===== src/rtl/camera_i2c_arbiter_if.sv =====
// ---------------------------------------------------------------------------
// camera_i2c_arbiter_if
// Bundles the two requester handshakes and the I2C write-engine handshake
// of the camera register arbiter.
//
//   req0/req1       request, held high with dataN stable until doneN
//   data0/data1     {sub_addr[7:0], value[15:0]}
//   done0/done1     one-cycle completion pulse to the granted requester
//   err0/err1       valid with doneN, 1 = NACK after retries or timeout
//   busy            arbiter is not idle
//   eng_data        {slave address, latched word} presented to the engine
//   eng_go          start level to the engine, held until eng_end
//   eng_end         engine transfer complete (level or pulse)
//   eng_nack        sampled with eng_end, 1 = slave did not acknowledge
//   timeout_flag    sticky abort indicator
//
// slave modport:  the arbiter side.
// master modport: the surrounding system (requesters plus engine).
// ---------------------------------------------------------------------------
interface camera_i2c_arbiter_if;
  logic        req0;
  logic [23:0] data0;
  logic        done0;
  logic        err0;
  logic        req1;
  logic [23:0] data1;
  logic        done1;
  logic        err1;
  logic        busy;
  logic [31:0] eng_data;
  logic        eng_go;
  logic        eng_end;
  logic        eng_nack;
  logic        timeout_flag;

  modport slave (
    input  req0, data0, req1, data1, eng_end, eng_nack,
    output done0, err0, done1, err1, busy, eng_data, eng_go, timeout_flag
  );

  modport master (
    output req0, data0, req1, data1, eng_end, eng_nack,
    input  done0, err0, done1, err1, busy, eng_data, eng_go, timeout_flag
  );
endinterface


===== src/rtl/camera_i2c_arbiter.sv =====
// ---------------------------------------------------------------------------
// camera_i2c_arbiter
// Shares one I2C register-write engine between the boot-time configuration
// sequencer (requester 0) and the runtime register updater (requester 1).
// Grants round-robin, frames the 24-bit word with the sensor write address,
// re-issues NACKed transfers up to MAX_RETRY times, aborts a transfer that
// sees no eng_end within TIMEOUT_CYCLES, and pulses done/err to the owner.
//
// Ports:
//   clock    system clock
//   reset_n  asynchronous active-low reset
//   bus      camera_i2c_arbiter_if.slave (requester and engine handshakes)
// ---------------------------------------------------------------------------
module camera_i2c_arbiter #(
  parameter logic [7:0]  SLAVE_ADDR     = 8'hBA,
  parameter int unsigned MAX_RETRY      = 3,
  parameter int unsigned TIMEOUT_CYCLES = 2000000,
  parameter int unsigned TO_W           = 24
) (
  input  logic                 clock,
  input  logic                 reset_n,
  camera_i2c_arbiter_if.slave  bus
);

  localparam int unsigned     RC_W        = (MAX_RETRY < 1) ? 1 : $clog2(MAX_RETRY + 1);
  localparam logic [RC_W-1:0] RETRY_LIMIT = RC_W'(MAX_RETRY);
  localparam logic [TO_W-1:0] TO_LAST     = TO_W'(TIMEOUT_CYCLES - 1);

  typedef enum logic [2:0] {
    IDLE,
    ISSUE,
    WAIT,
    GAP,
    DONE,
    REL
  } state_t;

  state_t          state;
  state_t          next_state;
  logic            owner;
  logic            last;
  logic            result;
  logic [23:0]     word;
  logic [RC_W-1:0] retry_cnt;
  logic [TO_W-1:0] to_cnt;
  logic            any_req;
  logic            grant_owner;
  logic            timed_out;
  logic            can_retry;

  // On a tie the requester that did not win last time gets the engine.
  assign any_req     = bus.req0 | bus.req1;
  assign grant_owner = (bus.req0 & bus.req1) ? ~last : bus.req1;
  assign timed_out   = (to_cnt == TO_LAST);
  assign can_retry   = (retry_cnt < RETRY_LIMIT);

  always_ff @(posedge clock or negedge reset_n) begin
    if (!reset_n) state <= IDLE;
    else          state <= next_state;
  end

  // eng_end is checked before the timeout so a completion that lands on the
  // last allowed cycle still reports its real ack/nack result.
  always_comb begin
    next_state = state;
    case (state)
      IDLE:  if (any_req) next_state = ISSUE;
      ISSUE: next_state = WAIT;
      WAIT: begin
        if (bus.eng_end) begin
          if (bus.eng_nack && can_retry) next_state = GAP;
          else                           next_state = DONE;
        end else if (timed_out) begin
          next_state = DONE;
        end
      end
      // Wait for a level-style eng_end to fall so the re-issue is a clean edge.
      GAP:   if (!bus.eng_end) next_state = ISSUE;
      DONE:  next_state = REL;
      REL:   next_state = IDLE;
      default: next_state = IDLE;
    endcase
  end

  // eng_go is exactly the WAIT state: raised on ISSUE->WAIT, dropped on every exit.
  always_comb begin
    bus.busy   = (state != IDLE);
    bus.eng_go = (state == WAIT);
    bus.done0  = 1'b0;
    bus.err0   = 1'b0;
    bus.done1  = 1'b0;
    bus.err1   = 1'b0;
    if (state == DONE) begin
      bus.done0 = ~owner;
      bus.err0  = ~owner & result;
      bus.done1 = owner;
      bus.err1  = owner & result;
    end
  end

  // Grant bookkeeping, engine word, retry/timeout counters and result.
  always_ff @(posedge clock or negedge reset_n) begin
    if (!reset_n) begin
      owner            <= 1'b0;
      last             <= 1'b1;
      word             <= '0;
      retry_cnt        <= '0;
      to_cnt           <= '0;
      result           <= 1'b0;
      bus.eng_data     <= '0;
      bus.timeout_flag <= 1'b0;
    end else begin
      case (state)
        IDLE: begin
          if (any_req) begin
            owner     <= grant_owner;
            last      <= grant_owner;
            word      <= grant_owner ? bus.data1 : bus.data0;
            retry_cnt <= '0;
          end
        end
        ISSUE: begin
          bus.eng_data <= {SLAVE_ADDR, word};
          to_cnt       <= '0;
        end
        WAIT: begin
          to_cnt <= to_cnt + 1'b1;
          if (bus.eng_end) begin
            if (!bus.eng_nack)  result    <= 1'b0;
            else if (can_retry) retry_cnt <= retry_cnt + 1'b1;
            else                result    <= 1'b1;
          end else if (timed_out) begin
            result           <= 1'b1;
            bus.timeout_flag <= 1'b1;
          end
        end
        default: ;
      endcase
    end
  end

endmodule


===== src/flat_wrapper.sv =====
// flat-port wrapper written by rule: the top's interface ports become plain ports
module camera_i2c_arbiter_flat 
#(
  parameter logic [7:0]  SLAVE_ADDR     = 8'hBA,
  parameter int unsigned MAX_RETRY      = 3,
  parameter int unsigned TIMEOUT_CYCLES = 2000000,
  parameter int unsigned TO_W           = 24
)
  (clock, reset_n, bus_req0, bus_data0, bus_req1, bus_data1, bus_eng_end, bus_eng_nack, bus_done0, bus_err0, bus_done1, bus_err1, bus_busy, bus_eng_data, bus_eng_go, bus_timeout_flag);
  camera_i2c_arbiter_if bus_i ();
  input  logic clock;
  input  logic reset_n;
  input wire logic [$bits(bus_i.req0)-1:0] bus_req0;
  input wire logic [$bits(bus_i.data0)-1:0] bus_data0;
  input wire logic [$bits(bus_i.req1)-1:0] bus_req1;
  input wire logic [$bits(bus_i.data1)-1:0] bus_data1;
  input wire logic [$bits(bus_i.eng_end)-1:0] bus_eng_end;
  input wire logic [$bits(bus_i.eng_nack)-1:0] bus_eng_nack;
  output wire logic [$bits(bus_i.done0)-1:0] bus_done0;
  output wire logic [$bits(bus_i.err0)-1:0] bus_err0;
  output wire logic [$bits(bus_i.done1)-1:0] bus_done1;
  output wire logic [$bits(bus_i.err1)-1:0] bus_err1;
  output wire logic [$bits(bus_i.busy)-1:0] bus_busy;
  output wire logic [$bits(bus_i.eng_data)-1:0] bus_eng_data;
  output wire logic [$bits(bus_i.eng_go)-1:0] bus_eng_go;
  output wire logic [$bits(bus_i.timeout_flag)-1:0] bus_timeout_flag;
  assign bus_i.req0 = bus_req0;
  assign bus_i.data0 = bus_data0;
  assign bus_i.req1 = bus_req1;
  assign bus_i.data1 = bus_data1;
  assign bus_i.eng_end = bus_eng_end;
  assign bus_i.eng_nack = bus_eng_nack;
  assign bus_done0 = bus_i.done0;
  assign bus_err0 = bus_i.err0;
  assign bus_done1 = bus_i.done1;
  assign bus_err1 = bus_i.err1;
  assign bus_busy = bus_i.busy;
  assign bus_eng_data = bus_i.eng_data;
  assign bus_eng_go = bus_i.eng_go;
  assign bus_timeout_flag = bus_i.timeout_flag;
  camera_i2c_arbiter #(.SLAVE_ADDR(SLAVE_ADDR), .MAX_RETRY(MAX_RETRY), .TIMEOUT_CYCLES(TIMEOUT_CYCLES), .TO_W(TO_W)) u_core (.clock(clock), .reset_n(reset_n), .bus(bus_i));
endmodule

===== config.mk =====
export PLATFORM = sky130hd
export DESIGN_NAME = camera_i2c_arbiter_flat
export DESIGN_NICKNAME = d
export VERILOG_FILES = /design/src/rtl/camera_i2c_arbiter_if.sv /design/src/rtl/camera_i2c_arbiter.sv /design/src/flat_wrapper.sv
export SDC_FILE = /design/constraint.sdc
export NUM_CORES = 1
export LEC_CHECK = 0
export BUFFER_PORTS_ARGS = -buffer_cell sky130_fd_sc_hd__buf_2
export CAP_MARGIN = 10
export CORE_MARGIN = 3
export CORE_UTILIZATION = 50
export DETAILED_ROUTE_END_ITERATION = 8
export PLACE_DENSITY = 0.75
export REMOVE_ABC_BUFFERS = 1
export SLEW_MARGIN = 15
export SYNTH_ARGS = -nofsm -noshare
export SYNTH_HDL_FRONTEND = slang
export SYNTH_SLANG_ARGS = --single-unit

===== constraint.sdc =====
create_clock -name clock -period 4.4 [get_ports clock]
set_input_delay 0.88 -clock clock [delete_from_list [all_inputs] [get_ports clock]]
set_output_delay 0.88 -clock clock [all_outputs]
set_load 0.02 [all_outputs]

# --- Word level (Yosys, flattened, before mapping) ---
# Cells that the tools add are included.
totals:
  reg_bits: 82
  latch_bits: 0
  mem_bits_rw: 0
  rom_bits: 0
  inputBits: 54
  output_inout_bits: 39
  elab_cells: 64
  memories: 0
op_classes:
  addsub: 2
  n_mul: 0
  div_mod_pow: 0
  order_cmp: 1
  n_eq_ne: 12
  n_shift: 0
  n_mux: 22
  bitwise: 7
  reduce_logical: 11
op_table:
  columns: ["cell", "n"]
  rows:
  - ["$pmux W24 S2", 1]
  - ["$add A24 B1 Y24 const B", 1]
  - ["$eq A24 B21 Y1 const B", 1]
  - ["$mux W24", 1]
  - ["$mux W3", 5]
  - ["$pmux W3 S5", 1]
  - ["$mux W1", 9]
  - ["$reduce_and A3 Y1", 3]
  - ["$mux W2", 4]
  - ["$eq A3 B2 Y1 const B", 2]
  - ["$ne A2 B2 Y1 const B", 3]
  - ["$reduce_bool A2 Y1", 3]
  - ["$reduce_and A5 Y1", 1]
  - ["$ne A2 B1 Y1 const B", 2]
  - ["$pmux W2 S2", 1]
  - ["$and A1 B1 Y1", 3]
  - ["$eq A3 B1 Y1 const B", 1]
  - ["$eq A3 B3 Y1 const B", 1]
  - ["$logic_not A3 Y1", 1]
  - ["$ne A3 B2 Y1 const B", 1]
  - ["$ne A3 B3 Y1 const B", 1]
  - ["$not A1 Y1", 3]
  - ["$reduce_bool A3 Y1", 1]
  - ["$add A2 B1 Y2 const B", 1]
  - ["other kinds (4)", 4]

# --- Logic depth before layout (Yosys ltp) ---
depth:
  word_depth: 5
  ltp_mapped: 8
  depth_no_buf: 5

# --- Least setup slack after synthesis ---
# Ideal clock, no wire load.
synth_path:
  path_kind: "register to output"
  from: "register u_core.state[0]"
  to: "output port bus_err0"
  arrival_ns: 1.481
  required_ns: 3.520
  slack_ns: 2.039
  stages_incl_launch_ff: 6
  cell_sequence: "dfrtp_1 -> clkbuf_1 -> nor2_1 -> and2_1 -> nor2b_1 -> and2_1"
synth_via:
  elab_chain_len: 2
synth_rtl:
  columns: ["element", "line", "rtl"]
  rows:
  - ["start: declaration", "camera_i2c_arbiter.sv:38", "state_t state;"]
  - ["start signal: assignment", "camera_i2c_arbiter.sv:59", "else state <= next_state;"]
  - ["$eq A3 B3 Y1", "camera_i2c_arbiter.sv:93", "if (state == DONE) begin"]
  - ["$mux W1", "camera_i2c_arbiter.sv:93", null]
  - ["end: declaration", "flat_wrapper.sv:20", "output wire logic [$bits(bus_i.err0)-1:0] bus_err0;"]
# Every way passes these cells.

# --- Worst setup path after layout ---
layout_path:
  from: "register u_core.state[1]"
  to: "output port bus_eng_go"
layout_via:
  elab_chain_len: 1
layout_rtl:
  columns: ["element", "line", "rtl"]
  rows:
  - ["$eq A3 B2 Y1", "camera_i2c_arbiter.sv:88", "bus.eng_go = (state == WAIT);"]
  - ["end: declaration", "flat_wrapper.sv:25", "output wire logic [$bits(bus_i.eng_go)-1:0] bus_eng_go;"]
# Every way passes these cells.

==> results.cfg <==
[status]
status = completed

[global_routing]
grt_overflow = 0
grt_start_max_net_pins = 83
first_global_vias = 3147
grt_first_pass_wirelength_mm = 14.5
antenna_found_initial = 0
track_usage_pct = 20.2

[timing]
fin_ws_ns = 1.09
final_hold_viol_count = 0
rsz0062_at_grt = no
max_freq_mhz = 303
period_needed_ns = 3.31
fin_skew_ns = 0.0106
worstMarginPinSlew_ns = 1.05
fin_crit_sh_pct = 75.1
setup_viol = 0
drv_slew = 0
maxSlewHeadroom_pct = 29.9
whs_ns = 0.471
setup_tns_ns = 0

[detailed_routing]
drc = 0
vias = 3185
first_pass_iters = 5
drt_iter0_drc = 188
vias_per_cell = 5.39
wl_per_cell_um = 14.2
drt_wl_total_mm = 8.38
ant_nets = 0

[floorplan]
start_util_pct = 52.8
die_w_um = 94.7
ioPinCount = 93
core_area_sq_um = 7450
rows = 31
die_h_um = 94.7
dieArea_sq_um = 8970

[pwr]
p_leak_uw = 0.00227
power_density_nw_per_um2 = 624
peakVddDrop_mv = 0.294

[logic_synthesis]
ys_ff_latch = 82
yosys_warnings = 0
synthCells = 413
ys.flop_type = dfrtp_1
yosysSeqAreaShare_pct = 52.2
synth_cell_types = 47
syn_area_sq_um = 3940
async_flop_share_pct = 100
postSynthAreaPerCell_sq_um = 9.53
synth_edf_count = 0

[final_layout]
num_antenna_cells = 0
fin_nets = 543
final_cell_mix = nand2_1 (93), buf_2 (88), dfrtp_1 (81), nor2_1 (32), mux2i_1 (32)
design_area_sq_um = 4550
synthToLayoutAreaGrowth_pct = 15.5
drive_above_1_share_pct = 23.4
layout_commonest_cell = nand2_1

[setup_path]
worstSetupPathType = register to primary output
crit_family = buffers and inverters
crit_path_top_delay_cell = or3b_1
cp.arrival_ns = 2.43
crit_path_end_kind = primary output
cp_max_fo = 22
crit_buf_inv = 2
critPathMaxStageDelay_ns = 0.67
path_cells = or3b_1, inv_1, buf_2
r2r_slack_ns = 1.79
rr_worst_depth = 5
cp.depth = 3
regToRegEndpoint = u_core.to_cnt[17]$_DFFE_PN0P_
r2r-start = u_core.state[1]$_DFFE_PN0P_
critPathRequiredTime_ns = 3.52
critPathLaunchType = register

[cts]
cts.clk_slew.worst_paths_ns = 0.09
root_buffer = clkbuf_8
cts_resized = 0
clk_path_buf_depth = 2
hold_buffers = 0
cts_setup_buffers = 0
cts_made_buffers = 9
clk_latency_ns = 0.35
htree_levels = 3
cts_tree = yes
clock-sinks = 82

[min_path]
hold_start = u_core.word[23]$_DFFE_PN0P_
hold_path.class = register to register
min_to = u_core.bus.eng_data[23]$_DFFE_PN0P_
hold_depth = 2

[placement]
gp_congestion = 0.848
dp_hpwl_mm = 5.62
portBuffers = 89
dp_slack_ns = 1.49
placed_area_sq_um = 4370

[flow_run]
cap_violations = 0
-- metal layers --
metal	vias to the layer above	track usage (%)	wire length, um
met2	92	31.1	3870
met4	0	6.85	99
met5	-	0	0
met3	10	4.78	550
met1	1511	28.3	3860
li1	1572	-	-
-- per-stage QoR --
| step | cells | utilization, % | power [uW] |
|---|---|---|---|
| after detailed placement | 575 | 58.7 | 2370 |
| after global routing | 591 | 61.0 | 3090 |
| after floorplan | 385 | - | 1980 |
| after global placement | 575 | 58.7 | 2320 |
| final | 591 | 61.0 | 2840 |
| after CTS | 591 | 61.0 | 2860 |
-- worst max-delay path by stage --
stage | from | to | slack, ns
2_1_floorplan | bus_req1 | u_core.word[0]$_DFFE_PN0P_ | 0.29
3_3_place_gp | u_core.state[1]$_DFFE_PN0P_ | bus_eng_go | 1.55
3_5_place_dp | u_core.state[1]$_DFFE_PN0P_ | bus_eng_go | 1.49
4_1_cts | u_core.state[1]$_DFFE_PN0P_ | bus_eng_go | 1.09
5_1_grt | u_core.state[1]$_DFFE_PN0P_ | bus_eng_go | 0.89
6_report | u_core.state[1]$_DFFE_PN0P_ | bus_eng_go | 1.09
-- registers in the layout (all words and copies together), names as in the netlist --
signal	cells
u_core.bus.eng_data	25
u_core.result	1
u_core.to_cnt	24
u_core.owner	1
u_core.last	1
u_core.word	24
u_core.retry_cnt	2
u_core.bus.timeout_flag	1
u_core.state	3
-- worst reg2reg max path, cell delays in order, from the launching register on --
cell and delay, ns:
dfrtp_1 0.55, or3b_1 0.67, inv_1 0.57, nand4_1 0.26, nor3_1 0.26, mux2i_1 0.21
-- where the power goes --
group	switching, uW	internal [uW]	total (uW)	leakage (uW)
Clock	283	210	493	0.0000795
Combinational	748	393	1140	0.00118
Sequential	178	1030	1200	0.00101
Total	1210	1630	2840	0.00227
-- synthesized netlist by cell type, drive strengths merged, types with 5 or more instances --
cell    count  area share, %
a21oi      29            3.7
nor3        6           0.76
nand2      93            8.9
nor2       33            3.1
inv         6           0.57
nand3       6           0.76
and3       12            1.9
a22o        5            1.1
mux2i      32            8.1
clkbuf      9           0.86
buf        21            3.6
o21ai      17            2.2
nand4       9            1.4
dfrtp      81             52
a31oi       9            1.4
-- cell families after synthesis --
group           Yosys count  synth area share, %
simple gates            180                 21.3
mux                      33                 8.43
other cells               1               0.0953
flops                    82                 52.2
compound gates           79                 12.4
buf+inv                  36                 4.99
fa+ha+maj                 2                0.636
-- layout make-up --
| class | count | area (sq um) |
|---|---|---|
| sequential | 82 | 2050 |
| multi-input combinational | 297 | 1710 |
| clock buffer | 10 | 128 |
| tap | 99 | 124 |
| timing repair buffer | 91 | 463 |
| fill | 662 | 2900 |
| clock inverter | 6 | 48.8 |
| inverter | 6 | 22.5 |
(Power assumes the default switching activity.)
